`config.mk`:
```
export PLATFORM = sky130hd
export DESIGN_NAME = qla_agent
export DESIGN_NICKNAME = d
export VERILOG_FILES = /design/src/rtl/qla_pkg.sv /design/src/rtl/qla_argmax4.sv /design/src/rtl/qla_agent.sv
export SDC_FILE = /design/constraint.sdc
export NUM_CORES = 1
export LEC_CHECK = 0
export CAP_MARGIN = 25
export CORE_MARGIN = 2
export CORE_UTILIZATION = 42
export DETAILED_ROUTE_END_ITERATION = 10
export PLACE_DENSITY_LB_ADDON = 0.2
export REMOVE_ABC_BUFFERS = 1
export SLEW_MARGIN = 20
export SYNTH_ARGS = -nofsm -noshare
export SYNTH_HDL_FRONTEND = slang
export SYNTH_SLANG_ARGS = --single-unit
```
`constraint.sdc`:
```
create_clock -name clk -period 7.9 [get_ports clk]
set_input_delay 2.37 -clock clk [delete_from_list [all_inputs] [get_ports clk]]
set_output_delay 2.37 -clock clk [all_outputs]
set_load 0.01 [all_outputs]
```
`src/rtl/qla_pkg.sv`:
```
// Shared definitions for the Q-learning agent: grid geometry, terminal states,
// action encodings and the episode-controller state enum.
package qla_pkg;

    localparam int         GRID_DIM    = 5;
    localparam logic [4:0] START_STATE = 5'd1;
    localparam logic [4:0] GOAL_STATE  = 5'd25;

    localparam int N_DEMONS = 8;
    localparam logic [N_DEMONS-1:0][4:0] DEMON_LIST = {
        5'd5, 5'd7, 5'd8, 5'd14, 5'd17, 5'd19, 5'd20, 5'd22
    };

    localparam logic [1:0] ACT_UP    = 2'd0;
    localparam logic [1:0] ACT_RIGHT = 2'd1;
    localparam logic [1:0] ACT_DOWN  = 2'd2;
    localparam logic [1:0] ACT_LEFT  = 2'd3;

    typedef enum logic [2:0] {
        ST_IDLE   = 3'd0,
        ST_PRIME  = 3'd1,
        ST_UPDATE = 3'd2,
        ST_EP_END = 3'd3,
        ST_DONE   = 3'd4
    } agent_state_e;

    // An episode ends on reaching the goal or stepping onto any demon.
    function automatic logic is_terminal(input logic [4:0] s);
        logic hit;
        hit = (s == GOAL_STATE);
        for (int i = 0; i < N_DEMONS; i++) begin
            if (s == DEMON_LIST[i]) begin
                hit = 1'b1;
            end else begin
                hit = hit;
            end
        end
        return hit;
    endfunction

endpackage

```
`src/rtl/qla_argmax4.sv`:
```
// Index of the largest of four signed 32-bit values; the lowest index wins ties.
module qla_argmax4 (
    input  logic signed [31:0] q0_i,
    input  logic signed [31:0] q1_i,
    input  logic signed [31:0] q2_i,
    input  logic signed [31:0] q3_i,
    output logic        [1:0]  idx_o
);

    logic signed [31:0] v01_s;
    logic signed [31:0] v23_s;
    logic        [1:0]  i01_s;
    logic        [1:0]  i23_s;

    // Pairwise tree; strict greater-than keeps the lower index on equality.
    always_comb begin
        v01_s = q0_i;
        i01_s = 2'd0;
        v23_s = q2_i;
        i23_s = 2'd2;
        idx_o = 2'd0;
        if (q1_i > q0_i) begin
            v01_s = q1_i;
            i01_s = 2'd1;
        end else begin
            v01_s = q0_i;
            i01_s = 2'd0;
        end
        if (q3_i > q2_i) begin
            v23_s = q3_i;
            i23_s = 2'd3;
        end else begin
            v23_s = q2_i;
            i23_s = 2'd2;
        end
        if (v23_s > v01_s) begin
            idx_o = i23_s;
        end else begin
            idx_o = i01_s;
        end
    end

endmodule

```
`src/rtl/qla_agent.sv`:
```
// Episode controller and 5x5 grid environment driving the Q-learning datapath
// with epsilon-greedy actions.
module qla_agent
    import qla_pkg::*;
#(
    parameter int unsigned N_EPISODES = 100,
    parameter int unsigned EPSILON    = 26,
    parameter logic [15:0] LFSR_SEED  = 16'hACE1
) (
    input  logic               clk,
    input  logic               rst,
    input  logic               start,
    input  logic signed [31:0] Qnext_0,
    input  logic signed [31:0] Qnext_1,
    input  logic signed [31:0] Qnext_2,
    input  logic signed [31:0] Qnext_3,
    output logic        [4:0]  current_state,
    output logic        [4:0]  next_state,
    output logic        [1:0]  act,
    output logic        [3:0]  step,
    output logic               decoder_en,
    output logic        [15:0] episode,
    output logic               busy,
    output logic               done
);

    localparam logic [8:0]  EPS_C    = 9'(EPSILON);
    localparam logic [15:0] N_EP_C   = 16'(N_EPISODES);
    localparam logic [2:0]  EDGE_C   = 3'(GRID_DIM - 1);
    localparam logic [3:0]  LAST_STEP = 4'd15;

    agent_state_e state_q, state_d;
    logic [2:0]   row_q, row_d, col_q, col_d;
    logic [4:0]   cur_q, cur_d;
    logic [3:0]   step_q, step_d;
    logic [15:0]  episode_q, episode_d;
    logic [15:0]  lfsr_q, lfsr_d;
    logic [1:0]   greedy_q, greedy_d;

    logic [1:0]   argmax_s;
    logic [1:0]   act_s;
    logic         explore_s;
    logic [2:0]   nrow_s, ncol_s;
    logic [4:0]   nstate_s;
    logic [15:0]  ep_inc_s;

    qla_argmax4 u_argmax (
        .q0_i  (Qnext_0),
        .q1_i  (Qnext_1),
        .q2_i  (Qnext_2),
        .q3_i  (Qnext_3),
        .idx_o (argmax_s)
    );

    // Action selection and grid move; off-grid moves leave row/col unchanged.
    always_comb begin
        explore_s = ({1'b0, lfsr_q[15:8]} < EPS_C);
        act_s     = ACT_UP;
        nrow_s    = row_q;
        ncol_s    = col_q;
        if (state_q == ST_UPDATE) begin
            act_s = explore_s ? lfsr_q[1:0] : greedy_q;
        end else begin
            act_s = ACT_UP;
        end
        case (act_s)
            ACT_UP:    nrow_s = (row_q != 3'd0)   ? row_q - 3'd1 : row_q;
            ACT_RIGHT: ncol_s = (col_q != EDGE_C) ? col_q + 3'd1 : col_q;
            ACT_DOWN:  nrow_s = (row_q != EDGE_C) ? row_q + 3'd1 : row_q;
            ACT_LEFT:  ncol_s = (col_q != 3'd0)   ? col_q - 3'd1 : col_q;
            default: begin
                nrow_s = row_q;
                ncol_s = col_q;
            end
        endcase
        // s = 5*row + col + 1 without a multiplier
        nstate_s = {nrow_s, 2'b00} + {2'b00, nrow_s} + {2'b00, ncol_s} + 5'd1;
    end

    // Next-state logic for the episode FSM and its datapath registers.
    always_comb begin
        state_d   = state_q;
        row_d     = row_q;
        col_d     = col_q;
        cur_d     = cur_q;
        step_d    = step_q;
        episode_d = episode_q;
        greedy_d  = greedy_q;
        lfsr_d    = {lfsr_q[14:0], lfsr_q[15] ^ lfsr_q[13] ^ lfsr_q[12] ^ lfsr_q[10]};
        ep_inc_s  = episode_q + 16'd1;
        case (state_q)
            ST_IDLE: begin
                if (start) begin
                    state_d = ST_PRIME;
                end else begin
                    state_d = ST_IDLE;
                end
            end
            ST_PRIME: begin
                greedy_d = argmax_s;
                state_d  = ST_UPDATE;
            end
            ST_UPDATE: begin
                // Qnext now reflects next_state, so this argmax drives the following move
                greedy_d = argmax_s;
                cur_d    = nstate_s;
                row_d    = nrow_s;
                col_d    = ncol_s;
                step_d   = step_q + 4'd1;
                if (is_terminal(nstate_s) || (step_q == LAST_STEP)) begin
                    state_d = ST_EP_END;
                end else begin
                    state_d = ST_UPDATE;
                end
            end
            ST_EP_END: begin
                cur_d     = START_STATE;
                row_d     = 3'd0;
                col_d     = 3'd0;
                step_d    = 4'd0;
                episode_d = ep_inc_s;
                if (ep_inc_s == N_EP_C) begin
                    state_d = ST_DONE;
                end else begin
                    state_d = ST_PRIME;
                end
            end
            ST_DONE: begin
                state_d = ST_DONE;
            end
            default: begin
                state_d = ST_IDLE;
            end
        endcase
    end

    // State register with synchronous reset.
    always_ff @(posedge clk) begin
        if (rst) begin
            state_q   <= ST_IDLE;
            row_q     <= 3'd0;
            col_q     <= 3'd0;
            cur_q     <= START_STATE;
            step_q    <= 4'd0;
            episode_q <= 16'd0;
            lfsr_q    <= LFSR_SEED;
            greedy_q  <= ACT_UP;
        end else begin
            state_q   <= state_d;
            row_q     <= row_d;
            col_q     <= col_d;
            cur_q     <= cur_d;
            step_q    <= step_d;
            episode_q <= episode_d;
            lfsr_q    <= lfsr_d;
            greedy_q  <= greedy_d;
        end
    end

    assign current_state = cur_q;
    assign next_state    = (state_q == ST_UPDATE) ? nstate_s : cur_q;
    assign act           = act_s;
    assign step          = step_q;
    assign decoder_en    = (state_q == ST_UPDATE);
    assign episode       = episode_q;
    assign busy          = (state_q != ST_IDLE) && (state_q != ST_DONE);
    assign done          = (state_q == ST_DONE);

endmodule

```
==> out/metrics.cfg <==
[outcome]
outcome=finished, final reports clean

[cts]
clockRootBuffer=clkbuf_16
htreeDepth=2
clock-sinks=52
clock_path_buffers=2
cts.clk_slew.worst_paths_ns=0.06
cts_made_buffers=5
clk_latency_ns=0.29
cts_setup_buffers=0
cts_tree=done
post_cts_resized=0
hold_buffers=0

[power]
ir_drop_v=0.0000950
power.density_nw_per_um2=117
p_leak_uw=0.00354

[critical_path]
worstSetupEndpointType=flip-flop
rr_startpoint=state_q[2]$_SDFF_PP0_
r2r_cells=20
crit_family=compound AO/OA/AOI/OAI gates
critPathMaxStageDelay_ns=0.52
path_class=input port to flip-flop
crit_path_top_delay_cell=mux2_2
worstSetupEndpoint=greedy_q[0]$_SDFFE_PP0P_
cp.depth=21
crit_top_cell=mux2_2
cp_cell_sequence=clkdlybuf4s50_1 -> inv_1 -> ha_1 -> a21o_1 -> a21oi_1 -> nor2b_1 -> o31a_1 -> o31a_1 -> nor4_1 -> mux2_2 -> buf_12 -> mux2_2 -> ha_1 -> a21o_1 -> a21o_1 -> a211oi_1 -> o221ai_1 -> a21oi_1 -> mux2_2 -> mux2_2 -> a211oi_1
critPathMaxFanout=17
critical_path_arrival_ns=7.54
worstPathRequired_ns=8.09
reg2reg_to=state_q[0]$_SDFF_PP0_
critPathLaunchType=input port
startpoint=Qnext_2[5]
worst-path-buf-inv=3
reg2reg_slack_ns=3.33

[flow_run]
cap_viol_max_count=0

[drt]
wl_per_cell_um=15.0
drt_iter0_drc=205
routed_wirelength_mm=15.4
vias=5538
viasPerCell=5.37
drcViolationCount=0
ant_nets=0
drtPass1Iterations=4

[timing]
tightest_slew_ns=0.783
clock.fmax_mhz=136
finalCritPeriodShare=0.930
final_max_slew_viol_count=0
finalSetupViolCount=0
finalHoldViolCount=0
slew_headroom=0.478
tns_ns=0
final.setup.worst_slack_ns=0.554
post-route-min-period_ns=7.35
finalClockSkew_ns=0.00530
rsz0062_at_grt=no

[logic_synthesis]
post_synth.cell_area_avg_um2=8.18
synth_commonest_cells=ha_1, inv_1, dfxtp_1
synth_most_common_cell=ha_1
post_synth_num_cell_types=55
synthArstFlopShare=0
netlist.area_leader.share=0.237
syn-cell-area_um2=5750
yosys_warnings=0
yosys.area.top_type=ha_1
ys_seq_area_frac=0.181
yosys_most_used_dff=dfxtp_1
netlist_instances=702
synth-edff-count=0
synthTopCellsByArea=ha_1, dfxtp_1, mux2_2
synth_seq_cells=52

[hold_path]
holdCritPathClass=flip-flop to flip-flop

[floorplanning]
fp.coreArea_um2=13300
die_w_um=121
top_level_ports=166
start_util=0.432
die_y_um=121
die_area_um2=14600
row_count=42

[place]
portBuffers=165
place_ws_ns=0.312
hpwl_mm=12.5
globalplace.congestion=0.885

[grt]
grt_pass1_wl_mm=25.7
antenna_found_initial=0
overflow=0
grt_pass1_vias=5560
grtUsageTotal=0.211
grt_max_degree=53

[finish]
area_growth_pct=34.0
drive_gt1_frac=0.0724
fin_nets=1100
n_antenna_cell=0
fin_util=0.579
fillers=1223

## worst reg2reg max path, delay by kind of cell, from the launching register on
kind	cells	cell delay [ns]
fa+ha+maj	2	0.70
simple gates	6	1.37
buf+inv	4	0.56
compound gates	6	0.89
xor+xnor	2	0.59
flops	1	0.41
## layer usage
metal	vias to the layer above	wire length (um)	global-route usage
li1	2836	-	-
met1	2551	7320	0.278
met2	136	7220	0.364
met3	15	717	0.0287
met4	0	174	0.0465
met5	-	0	0
## sequential cells by signal, indices dropped and copies added (netlist names)
name           cells
lfsr_q            16
step               4
current_state      5
episode           16
state_q            3
row_q              3
col_q              3
greedy_q           2
## final cells by class
type | instances | area (um2) | area share
Timing Repair Buffer | 172 | 1720 | 0.223
Tap cell | 176 | 220 | 0.0286
Sequential cell | 52 | 1040 | 0.135
Clock buffer | 5 | 125 | 0.0163
Inverter | 77 | 289 | 0.0376
Multi-Input combinational cell | 550 | 4300 | 0.559
## power breakdown
part / switching [uW] / leakage (uW) / total [uW] / internal (uW)
clock: 90.2 / 0.0000616 / 202 / 112
combinational: 193 / 0.00306 / 409 / 217
sequential: 10.8 / 0.000424 / 285 / 274
total: 294 / 0.00354 / 897 / 603
## worst min path at each step
stage	from	endpoint	slack, ns	cells past startpoint
2_1_floorplan	lfsr_q[4]$_SDFF_PP0_	lfsr_q[5]$_SDFF_PP1_	0.39	1
3_3_place_gp	lfsr_q[6]$_SDFF_PP1_	lfsr_q[7]$_SDFF_PP1_	0.39	1
3_5_place_dp	lfsr_q[5]$_SDFF_PP1_	lfsr_q[6]$_SDFF_PP1_	0.39	1
4_1_cts	lfsr_q[6]$_SDFF_PP1_	lfsr_q[7]$_SDFF_PP1_	0.42	1
5_1_grt	lfsr_q[6]$_SDFF_PP1_	lfsr_q[7]$_SDFF_PP1_	0.42	1
6_report	lfsr_q[6]$_SDFF_PP1_	lfsr_q[7]$_SDFF_PP1_	0.41	1
## placed cells by master (no fill, tap or decap), drive strengths merged, types with 18 or more instances in the layout
master         count
mux2i             32
clkdlybuf4s50    165
nand4             33
nand3             18
a21o              25
nor2              46
a21oi             48
mux2              35
ha               109
dfxtp             52
nand2             36
inv               77
o21ai             29
## metrics by stage
| stage | total power [uW] | hold slack [ns] | cells | area [um2] |
|---|---|---|---|---|
| after floorplan | 533 | 0.389 | 679 | 5630 |
| after global placement | 686 | 0.394 | 1027 | 7570 |
| after detailed placement | 698 | 0.394 | 1027 | 7570 |
| after CTS | 906 | 0.415 | 1032 | 7700 |
| after global routing | 964 | 0.423 | 1032 | 7700 |
| final | 897 | 0.411 | 1032 | 7700 |
## kinds of logic (layout without fill, tap and decap cells)
logic type | after synthesis | after routing | share of synthesized area
fa+ha+maj | 111 | 111 | 0.244
compound gates | 144 | 144 | 0.158
simple gates | 206 | 206 | 0.189
mux | 67 | 67 | 0.124
xor+xnor | 22 | 22 | 0.0335
flops | 52 | 52 | 0.181
buf+inv | 100 | 254 | 0.0697
No activity file was read; power rests on OpenSTA's default activity.
